File: src/rtl/cnn_axi_regs.sv
// AXI4-Lite register block for the CNN accelerator control path.
// Holds CONTROL and IRQ registers, exposes read-only FSM status.
module cnn_axi_regs #(
  parameter int ADDR_WIDTH = 6,
  parameter int DATA_WIDTH = 32
) (
  input  logic                    clk,
  input  logic                    rst,
  input  logic [ADDR_WIDTH-1:0]   s_axi_awaddr,
  input  logic                    s_axi_awvalid,
  output logic                    s_axi_awready,
  input  logic [DATA_WIDTH-1:0]   s_axi_wdata,
  input  logic [DATA_WIDTH/8-1:0] s_axi_wstrb,
  input  logic                    s_axi_wvalid,
  output logic                    s_axi_wready,
  output logic [1:0]              s_axi_bresp,
  output logic                    s_axi_bvalid,
  input  logic                    s_axi_bready,
  input  logic [ADDR_WIDTH-1:0]   s_axi_araddr,
  input  logic                    s_axi_arvalid,
  output logic                    s_axi_arready,
  output logic [DATA_WIDTH-1:0]   s_axi_rdata,
  output logic [1:0]              s_axi_rresp,
  output logic                    s_axi_rvalid,
  input  logic                    s_axi_rready,
  output logic [DATA_WIDTH-1:0]   control_reg,
  input  logic [DATA_WIDTH-1:0]   status_reg,
  input  logic [DATA_WIDTH-1:0]   frame_count_reg,
  input  logic [DATA_WIDTH-1:0]   error_code_reg,
  output logic                    irq
);

  localparam int IW = ADDR_WIDTH - 2;

  typedef enum logic [2:0] {
    R_CTRL  = 3'd0,
    R_STAT  = 3'd1,
    R_FRAME = 3'd2,
    R_ERR   = 3'd3,
    R_IRQS  = 3'd4,
    R_IRQE  = 3'd5,
    R_NONE  = 3'd6
  } reg_e;

  function automatic reg_e decode(input logic [IW-1:0] idx);
    reg_e r;
    r = R_NONE;
    for (int i = 0; i < 6; i++)
      if (idx == IW'(i)) r = reg_e'(3'(i));
    return r;
  endfunction

  logic       ready_q;
  logic       aw_full;
  reg_e       aw_sel;
  logic       w_full;
  logic [1:0] w_bits;
  logic       w_strb0;
  logic       aw_hs;
  logic       w_hs;
  logic       ar_hs;
  logic       commit;

  logic                  ctrl_start;
  logic                  ctrl_pulse;
  logic [1:0]            irq_st;
  logic [1:0]            irq_en;
  logic [1:0]            irq_set;
  logic [1:0]            irq_clr;
  logic                  irq_q;
  logic [DATA_WIDTH-1:0] prev_frame;
  logic [DATA_WIDTH-1:0] prev_err;
  logic                  wr_ctrl;
  logic                  wr_irqs;
  logic                  wr_irqe;

  reg_e                  rd_sel;
  logic [DATA_WIDTH-1:0] rd_val;
  logic [1:0]            rd_resp;

  // Address LSBs and upper data/strobe bits carry no state here.
  logic unused_bits;
  assign unused_bits = ^{s_axi_awaddr[1:0], s_axi_araddr[1:0],
                         s_axi_wdata[DATA_WIDTH-1:2],
                         s_axi_wstrb[DATA_WIDTH/8-1:1]};

  assign s_axi_awready = ready_q & ~aw_full;
  assign s_axi_wready  = ready_q & ~w_full;
  assign s_axi_arready = ready_q & ~s_axi_rvalid;

  assign aw_hs  = s_axi_awvalid & s_axi_awready;
  assign w_hs   = s_axi_wvalid & s_axi_wready;
  assign ar_hs  = s_axi_arvalid & s_axi_arready;
  assign commit = aw_full & w_full & ~s_axi_bvalid;

  always_ff @(posedge clk or posedge rst) begin
    if (rst) begin
      ready_q      <= 1'b0;
      aw_full      <= 1'b0;
      aw_sel       <= R_CTRL;
      w_full       <= 1'b0;
      w_bits       <= 2'b00;
      w_strb0      <= 1'b0;
      s_axi_bvalid <= 1'b0;
      s_axi_bresp  <= 2'b00;
    end else begin
      ready_q <= 1'b1;
      if (commit) begin
        aw_full      <= 1'b0;
        w_full       <= 1'b0;
        s_axi_bvalid <= 1'b1;
        s_axi_bresp  <= (aw_sel == R_NONE) ? 2'b10 : 2'b00;
      end else if (s_axi_bvalid && s_axi_bready) begin
        s_axi_bvalid <= 1'b0;
      end
      if (aw_hs) begin
        aw_full <= 1'b1;
        aw_sel  <= decode(s_axi_awaddr[ADDR_WIDTH-1:2]);
      end
      if (w_hs) begin
        w_full  <= 1'b1;
        w_bits  <= s_axi_wdata[1:0];
        w_strb0 <= s_axi_wstrb[0];
      end
    end
  end

  assign wr_ctrl = commit & w_strb0 & (aw_sel == R_CTRL);
  assign wr_irqs = commit & w_strb0 & (aw_sel == R_IRQS);
  assign wr_irqe = commit & w_strb0 & (aw_sel == R_IRQE);

  assign irq_set[0] = frame_count_reg != prev_frame;
  assign irq_set[1] = (prev_err == '0) & (error_code_reg != '0);
  assign irq_clr    = wr_irqs ? w_bits : 2'b00;

  always_ff @(posedge clk or posedge rst) begin
    if (rst) begin
      ctrl_start <= 1'b0;
      ctrl_pulse <= 1'b0;
      irq_st     <= 2'b00;
      irq_en     <= 2'b00;
      irq_q      <= 1'b0;
      prev_frame <= '0;
      prev_err   <= '0;
    end else begin
      if (wr_ctrl) ctrl_start <= w_bits[0];
      ctrl_pulse <= wr_ctrl & w_bits[1];
      if (wr_irqe) irq_en <= w_bits;
      // A set event in the clearing cycle keeps the bit high.
      irq_st     <= (irq_st & ~irq_clr) | irq_set;
      irq_q      <= |(irq_st & irq_en);
      prev_frame <= frame_count_reg;
      prev_err   <= error_code_reg;
    end
  end

  assign control_reg = {{(DATA_WIDTH-2){1'b0}}, ctrl_pulse, ctrl_start};
  assign irq         = irq_q;

  assign rd_sel = decode(s_axi_araddr[ADDR_WIDTH-1:2]);

  always_comb begin
    rd_val  = '0;
    rd_resp = 2'b00;
    case (rd_sel)
      R_CTRL:  rd_val = {{(DATA_WIDTH-1){1'b0}}, ctrl_start};
      R_STAT:  rd_val = status_reg;
      R_FRAME: rd_val = frame_count_reg;
      R_ERR:   rd_val = error_code_reg;
      R_IRQS:  rd_val = {{(DATA_WIDTH-2){1'b0}}, irq_st};
      R_IRQE:  rd_val = {{(DATA_WIDTH-2){1'b0}}, irq_en};
      default: rd_resp = 2'b10;
    endcase
  end

  always_ff @(posedge clk or posedge rst) begin
    if (rst) begin
      s_axi_rvalid <= 1'b0;
      s_axi_rdata  <= '0;
      s_axi_rresp  <= 2'b00;
    end else if (ar_hs) begin
      s_axi_rvalid <= 1'b1;
      s_axi_rdata  <= rd_val;
      s_axi_rresp  <= rd_resp;
    end else if (s_axi_rvalid && s_axi_rready) begin
      s_axi_rvalid <= 1'b0;
    end
  end

endmodule

File: config.mk
export PLATFORM = sky130hd
export DESIGN_NAME = cnn_axi_regs
export DESIGN_NICKNAME = d
export VERILOG_FILES = /design/src/rtl/cnn_axi_regs.sv
export SDC_FILE = /design/constraint.sdc
export NUM_CORES = 1
export LEC_CHECK = 0
export BUFFER_PORTS_ARGS = -buffer_cell sky130_fd_sc_hd__buf_2
export CORE_MARGIN = 4
export CORE_UTILIZATION = 46
export DETAILED_ROUTE_END_ITERATION = 10
export PLACE_DENSITY = 0.8
export SYNTH_ARGS = -nofsm -noshare
export SYNTH_HDL_FRONTEND = slang
export SYNTH_SLANG_ARGS = --single-unit
File: constraint.sdc
create_clock -name clk -period 3.7 [get_ports clk]
set_input_delay 0.37 -clock clk [delete_from_list [all_inputs] [get_ports clk]]
set_output_delay 0.37 -clock clk [all_outputs]
set_load 0.1 [all_outputs]
# [After elaboration in Yosys (flattened, before gate mapping)]
# Index checks and enable logic that the tools add are counted.
[totals] ff_bits=118 latchBits=0 ram_bits=0 romBits=0 in_bits=151 output_inout_bits=74 wordCells=96 n_memories=0
[op_classes] n_addsub=0 multipliers=0 n_div=0 n_lt_le_gt_ge=0 n_eq_ne=19 shifts=0 mux=23 n_bitwise=22 reduce_logical=14
[ops] op="$pmux 32 s6" n=1
[ops] op="$mux 3" n=12
[ops] op="$logic_not 32->1" n=1
[ops] op="$ne 32x32->1" n=1
[ops] op="$reduce_bool 32->1" n=1
[ops] op="$eq 4x2->1 const B" n=4
[ops] op="$eq 4x3->1 const B" n=4
[ops] op="$eq 3x3->1 const B" n=5
[ops] op="$and 1x1->1" n=14
[ops] op="$eq 4x1->1 const B" n=2
[ops] op="$logic_not 4->1" n=2
[ops] op="$reduce_bool 2->1" n=4
[ops] op="$mux 1" n=7
[ops] op="$eq 3x2->1 const B" n=2
[ops] op="$logic_not 3->1" n=2
[ops] op="$mux 2" n=3
[ops] op="$reduce_or 6->1" n=1
[ops] op="$and 2x2->2" n=2
[ops] op="$not 1->1" n=4
[ops] op="$eq 3x1->1 const B" n=1
[ops] op="$logic_and 1x1->1" n=2
[ops] op="$not 2->2" n=1
[ops] op="$or 2x2->2" n=1
[ops] op="$reduce_or 2->1" n=1

# [Depth between registers and ports, before layout]
[logic_depth] ltp_word=10 ltp_mapped=5 mapped_depth_nobuf=4

# [Worst setup path before layout]
# OpenSTA, ideal clock, no wires.
[synth_timing] path_kind="reg2reg" start="register w_full" end="register w_bits[0]" setup_ps=125 t_arrival_ps=2413 t_required_ps=3575 slack_ps=1162 path_stages_with_launch=4 path_buffers=0 period_less_slack_ps=2538 cell_sequence="dfrtp_1 -> nor2b_1 -> nand2_1 -> mux2_2"
[synth_between] elab_chain_len=3
[synth_lines] item="start, declared" line="56" source="logic w_full;"
[synth_lines] item="start signal, assigned" line="101" source="w_full <= 1'b0;"
[synth_lines] item="start signal, assigned" line="110" source="w_full <= 1'b0;"
[synth_lines] item="start signal, assigned" line="121" source="w_full <= 1'b1;"
[synth_lines] item="$not 1->1" line="88" source="assign s_axi_wready = ready_q & ~w_full;"
[synth_lines] item="$and 1x1->1" line="88"
[synth_lines] item="named net s_axi_wready" line="15" source="output logic s_axi_wready,"
[synth_lines] item="$and 1x1->1" line="92" source="assign w_hs = s_axi_wvalid & s_axi_wready;"
[synth_lines] item="end signal, assigned" line="122" source="w_bits <= s_axi_wdata[1:0];"
[synth_lines] item="end, declared" line="57" source="logic [1:0] w_bits;"
# The timed path passes the listed nets, and every way through them passes these cells.
# A chain may end at the register's enable or synchronous reset.

# [Final worst setup path]
[layout_timing] start="register ready_q" end="register s_axi_rdata[15]"
[layout_between] elab_chain_len=2
[layout_lines] item="start, declared" line="53" source="logic ready_q;"
[layout_lines] item="start signal, assigned" line="98" source="ready_q <= 1'b0;"
[layout_lines] item="start signal, assigned" line="107" source="ready_q <= 1'b1;"
[layout_lines] item="$and 1x1->1" line="89" source="assign s_axi_arready = ready_q & ~s_axi_rvalid;"
[layout_lines] item="$and 1x1->1" line="93" source="assign ar_hs = s_axi_arvalid & s_axi_arready;"
[layout_lines] item="end signal, assigned" line="183" source="s_axi_rdata <= rd_val;"
[layout_lines] item="end, declared" line="22" source="output logic [DATA_WIDTH-1:0] s_axi_rdata,"
# No other way between the ends.

==> flow_summary.toml <==
[outcome]
outcome = "complete, no violations"

[power_and_ir_drop]
power_density_nw_per_um2 = 615
peakVddDrop_mv = 0.549
p_leak_nw = 3.11
total_power_mw = 3.98

[sta]
holdWs_ps = 20.3
period_share_pct = 55.4
min_period_ps = 2050
fin_skew_ps = 7.72
drv_slew = 0
fmax_mhz = 488
finalHoldViolCount = 0
rsz0062_at_grt = "false"
finalSetupViolations = 0
tightest_slew_ps = 1250
setup_ws_ps = 1650
relSlewSlack_pct = 16.5
fin_tns_setup_ps = 0

[die]
pin_count = 225
num_rows = 36
core_area_sq_um = 9950
die_area_sq_um = 12100
dieWidth_um = 110
initial_core_util_pct = 48.1
die_h_um = 110

[global_routing]
grt_pass1_vias = 4165
grt_usage_pct = 24.1
grt_pass1_wl_um = 21600
grt_max_degree = 53
grt_overflow_total = 0
antenna_found_initial = 1

[place]
post_dp_cell_area_sq_um = 5540
place.port_buffers = 155
place_ws_ps = 1440
placed_cells = 664
dp_hpwl_um = 9920
place_congestion = 0.845

[worst_hold_path]
hp-class = "in -> reg"

[clock_network]
h-tree-depth = 4
cts_num_sinks = 116
cts_root_buffer = "clkbuf_8"
insertion_delay_ps = 510
cts_tree = "done"
clk_pin_slew_ps = 50
hold_buffers = 30
clk_path_buf_depth = 2
cts_buffers = 17
cts_setup_buffers = 0
cts_resized = 0

[synth]
yosys_warnings = 0
ys_seq_area_share_pct = 60.6
syn-cell-area_sq_um = 4790
yosys_register_bits = 116
syn_inst = 389
synth_top_family_by_area = "compound AO/OA/AOI/OAI gates"
ys_types = 37
synth_compound_area_share_pct = 12.5
synthAdderAreaFrac_pct = 0
synthMuxAreaShare_pct = 2.12
synth-simple-area-share_pct = 10.6
synthXorXnorAreaFrac_pct = 5.85
avgSynthCellArea_sq_um = 12.3

[setup_path]
crit_type = "reg -> reg"
worstPathMaxFanout = 33
slowest_stage = "a211o_1"
crit_required_ps = 4020
cp-start-kind = "flop"
path_cells = "and2b_2 -> nand2_2 -> a211o_1 -> o21ai_1"
crit_arrival_ps = 2370
cp_slowest_stage_delay_ps = 940
reg2reg_slack_ps = 1650
endpoint_kind = "flop"

[route]
vias = 3929
drc = 0
wl_um = 14100
vias_per_cell = 5.39
wire_per_inst_um = 19.3
ant_nets = 0
drtIter0Drc = 532
dr.pass1.iters = 10

[final_layout]
area_growth_pct = 35.2
multiInputGateArea_sq_um = 1630
diodes = 0
drive_gt1_share_pct = 34.2
stdcell_area_sq_um = 6470
fillerInstances = 766
final_util_pct = 65.0
final-instance-count-excl-fill = 729
final_nets = 734
regArea_sq_um = 2900

[job]
drv_cap = 0
## kinds of logic (layout without fill, tap and decap cells)
family,after synthesis,in the layout
simple gates,95,95
xor+xnor,32,32
flops,116,116
buf+inv,56,232
other cells,2,33
mux,9,9
compound gates,79,79
## cell usage in the layout, fill, tap and decap left out, types with 16 or more instances in the layout
cell	synthesis	final
clkbuf_16	0	16
xor2_1	32	32
o21ai_1	32	32
buf_2	6	155
nand2_1	44	44
a222oi_1	30	30
conb_1	2	33
nor4_1	25	25
dfrtp_1	116	116
dlygate4sd3_1	0	33
## worst max-delay path: cells and delay by family, from the launching register on
kind	cells	cell delay (ps)
compound gates	2	1150
flops	1	400
simple gates	2	300
## registers in the layout, summed over array words and instances (netlist names)
name,count
s_axi_rdata,32
ready_q,1
w_strb0,1
w_bits,2
ctrl_start,1
irq_st,2
irq,1
prev_err,32
s_axi_rvalid,1
s_axi_bresp,1
w_full,1
irq_en,2
aw_sel,3
prev_frame,32
aw_full,1
s_axi_rresp,1
s_axi_bvalid,1
ctrl_pulse,1
## area by class of cell
type	instances	area share (%)
Timing Repair Buffer	194	17.8
Clock inverter	10	1.97
Multi-Input combinational cell	248	25.1
Tap cell	133	2.57
Sequential cell	116	44.9
Inverter	6	0.387
Clock buffer	22	7.31
## Yosys cell counts
| master | instances | area, sq um |
|---|---|---|
| a21boi_0 | 2 | 15.0 |
| nor3_1 | 3 | 15.0 |
| nor4_1 | 25 | 156 |
| a32o_1 | 1 | 10.0 |
| o21ai_0 | 6 | 30.0 |
| buf_4 | 36 | 270 |
| o31ai_1 | 1 | 7.51 |
| buf_2 | 6 | 30.0 |
| nor2_1 | 3 | 11.3 |
| nand2b_1 | 1 | 6.26 |
| and3_1 | 1 | 6.26 |
| nor3b_1 | 1 | 7.51 |
| nand3b_1 | 2 | 15.0 |
| buf_6 | 5 | 56.3 |
| o32ai_1 | 1 | 8.76 |
| mux2_2 | 4 | 45.0 |
| dfrtp_1 | 116 | 2900 |
| inv_1 | 6 | 22.5 |
| and2b_2 | 1 | 8.76 |
| nand4_1 | 6 | 37.5 |
| conb_1 | 2 | 7.51 |
| nor4b_2 | 1 | 15.0 |
| nor3_2 | 1 | 10.0 |
| nand3_1 | 1 | 5.00 |
| a22o_1 | 2 | 17.5 |
| xor2_1 | 32 | 280 |
| o21ai_1 | 32 | 160 |
| nand2_2 | 1 | 6.26 |
| a211o_1 | 2 | 17.5 |
| nor2b_1 | 2 | 12.5 |
| clkbuf_1 | 3 | 11.3 |
| and2_1 | 1 | 6.26 |
| a221oi_2 | 2 | 30.0 |
| nor4b_4 | 1 | 23.8 |
| a222oi_1 | 30 | 300 |
| nand2_1 | 44 | 165 |
| mux2_1 | 5 | 56.3 |
## final timing paths
kind                               startpoint              end  depth (start not counted)
max in group asynchronous                 rst       ctrl_start                          4
min in group asynchronous                 rst        w_bits[1]                          3
max reg2reg                           ready_q  s_axi_rdata[15]                          4
max                                   ready_q  s_axi_rdata[15]                          4
min                        error_code_reg[28]     prev_err[28]                          1
min reg2reg                   s_axi_rdata[28]  s_axi_rdata[28]                          2
## where the power goes
part	switching, mW	internal [mW]	leakage (nW)
clock network	0.547	1.09	0.300
registers	0.0880	1.40	1.43
logic	0.658	0.198	1.38
total	1.29	2.68	3.11
## metal layers
layer | wire length (um) | global-route usage [%]
met1 | 5560 | 30.0
met2 | 6930 | 40.4
met3 | 1320 | 6.81
met4 | 289 | 8.01
met5 | 7 | 0
Note: power is estimated with default switching activity, not from simulation.
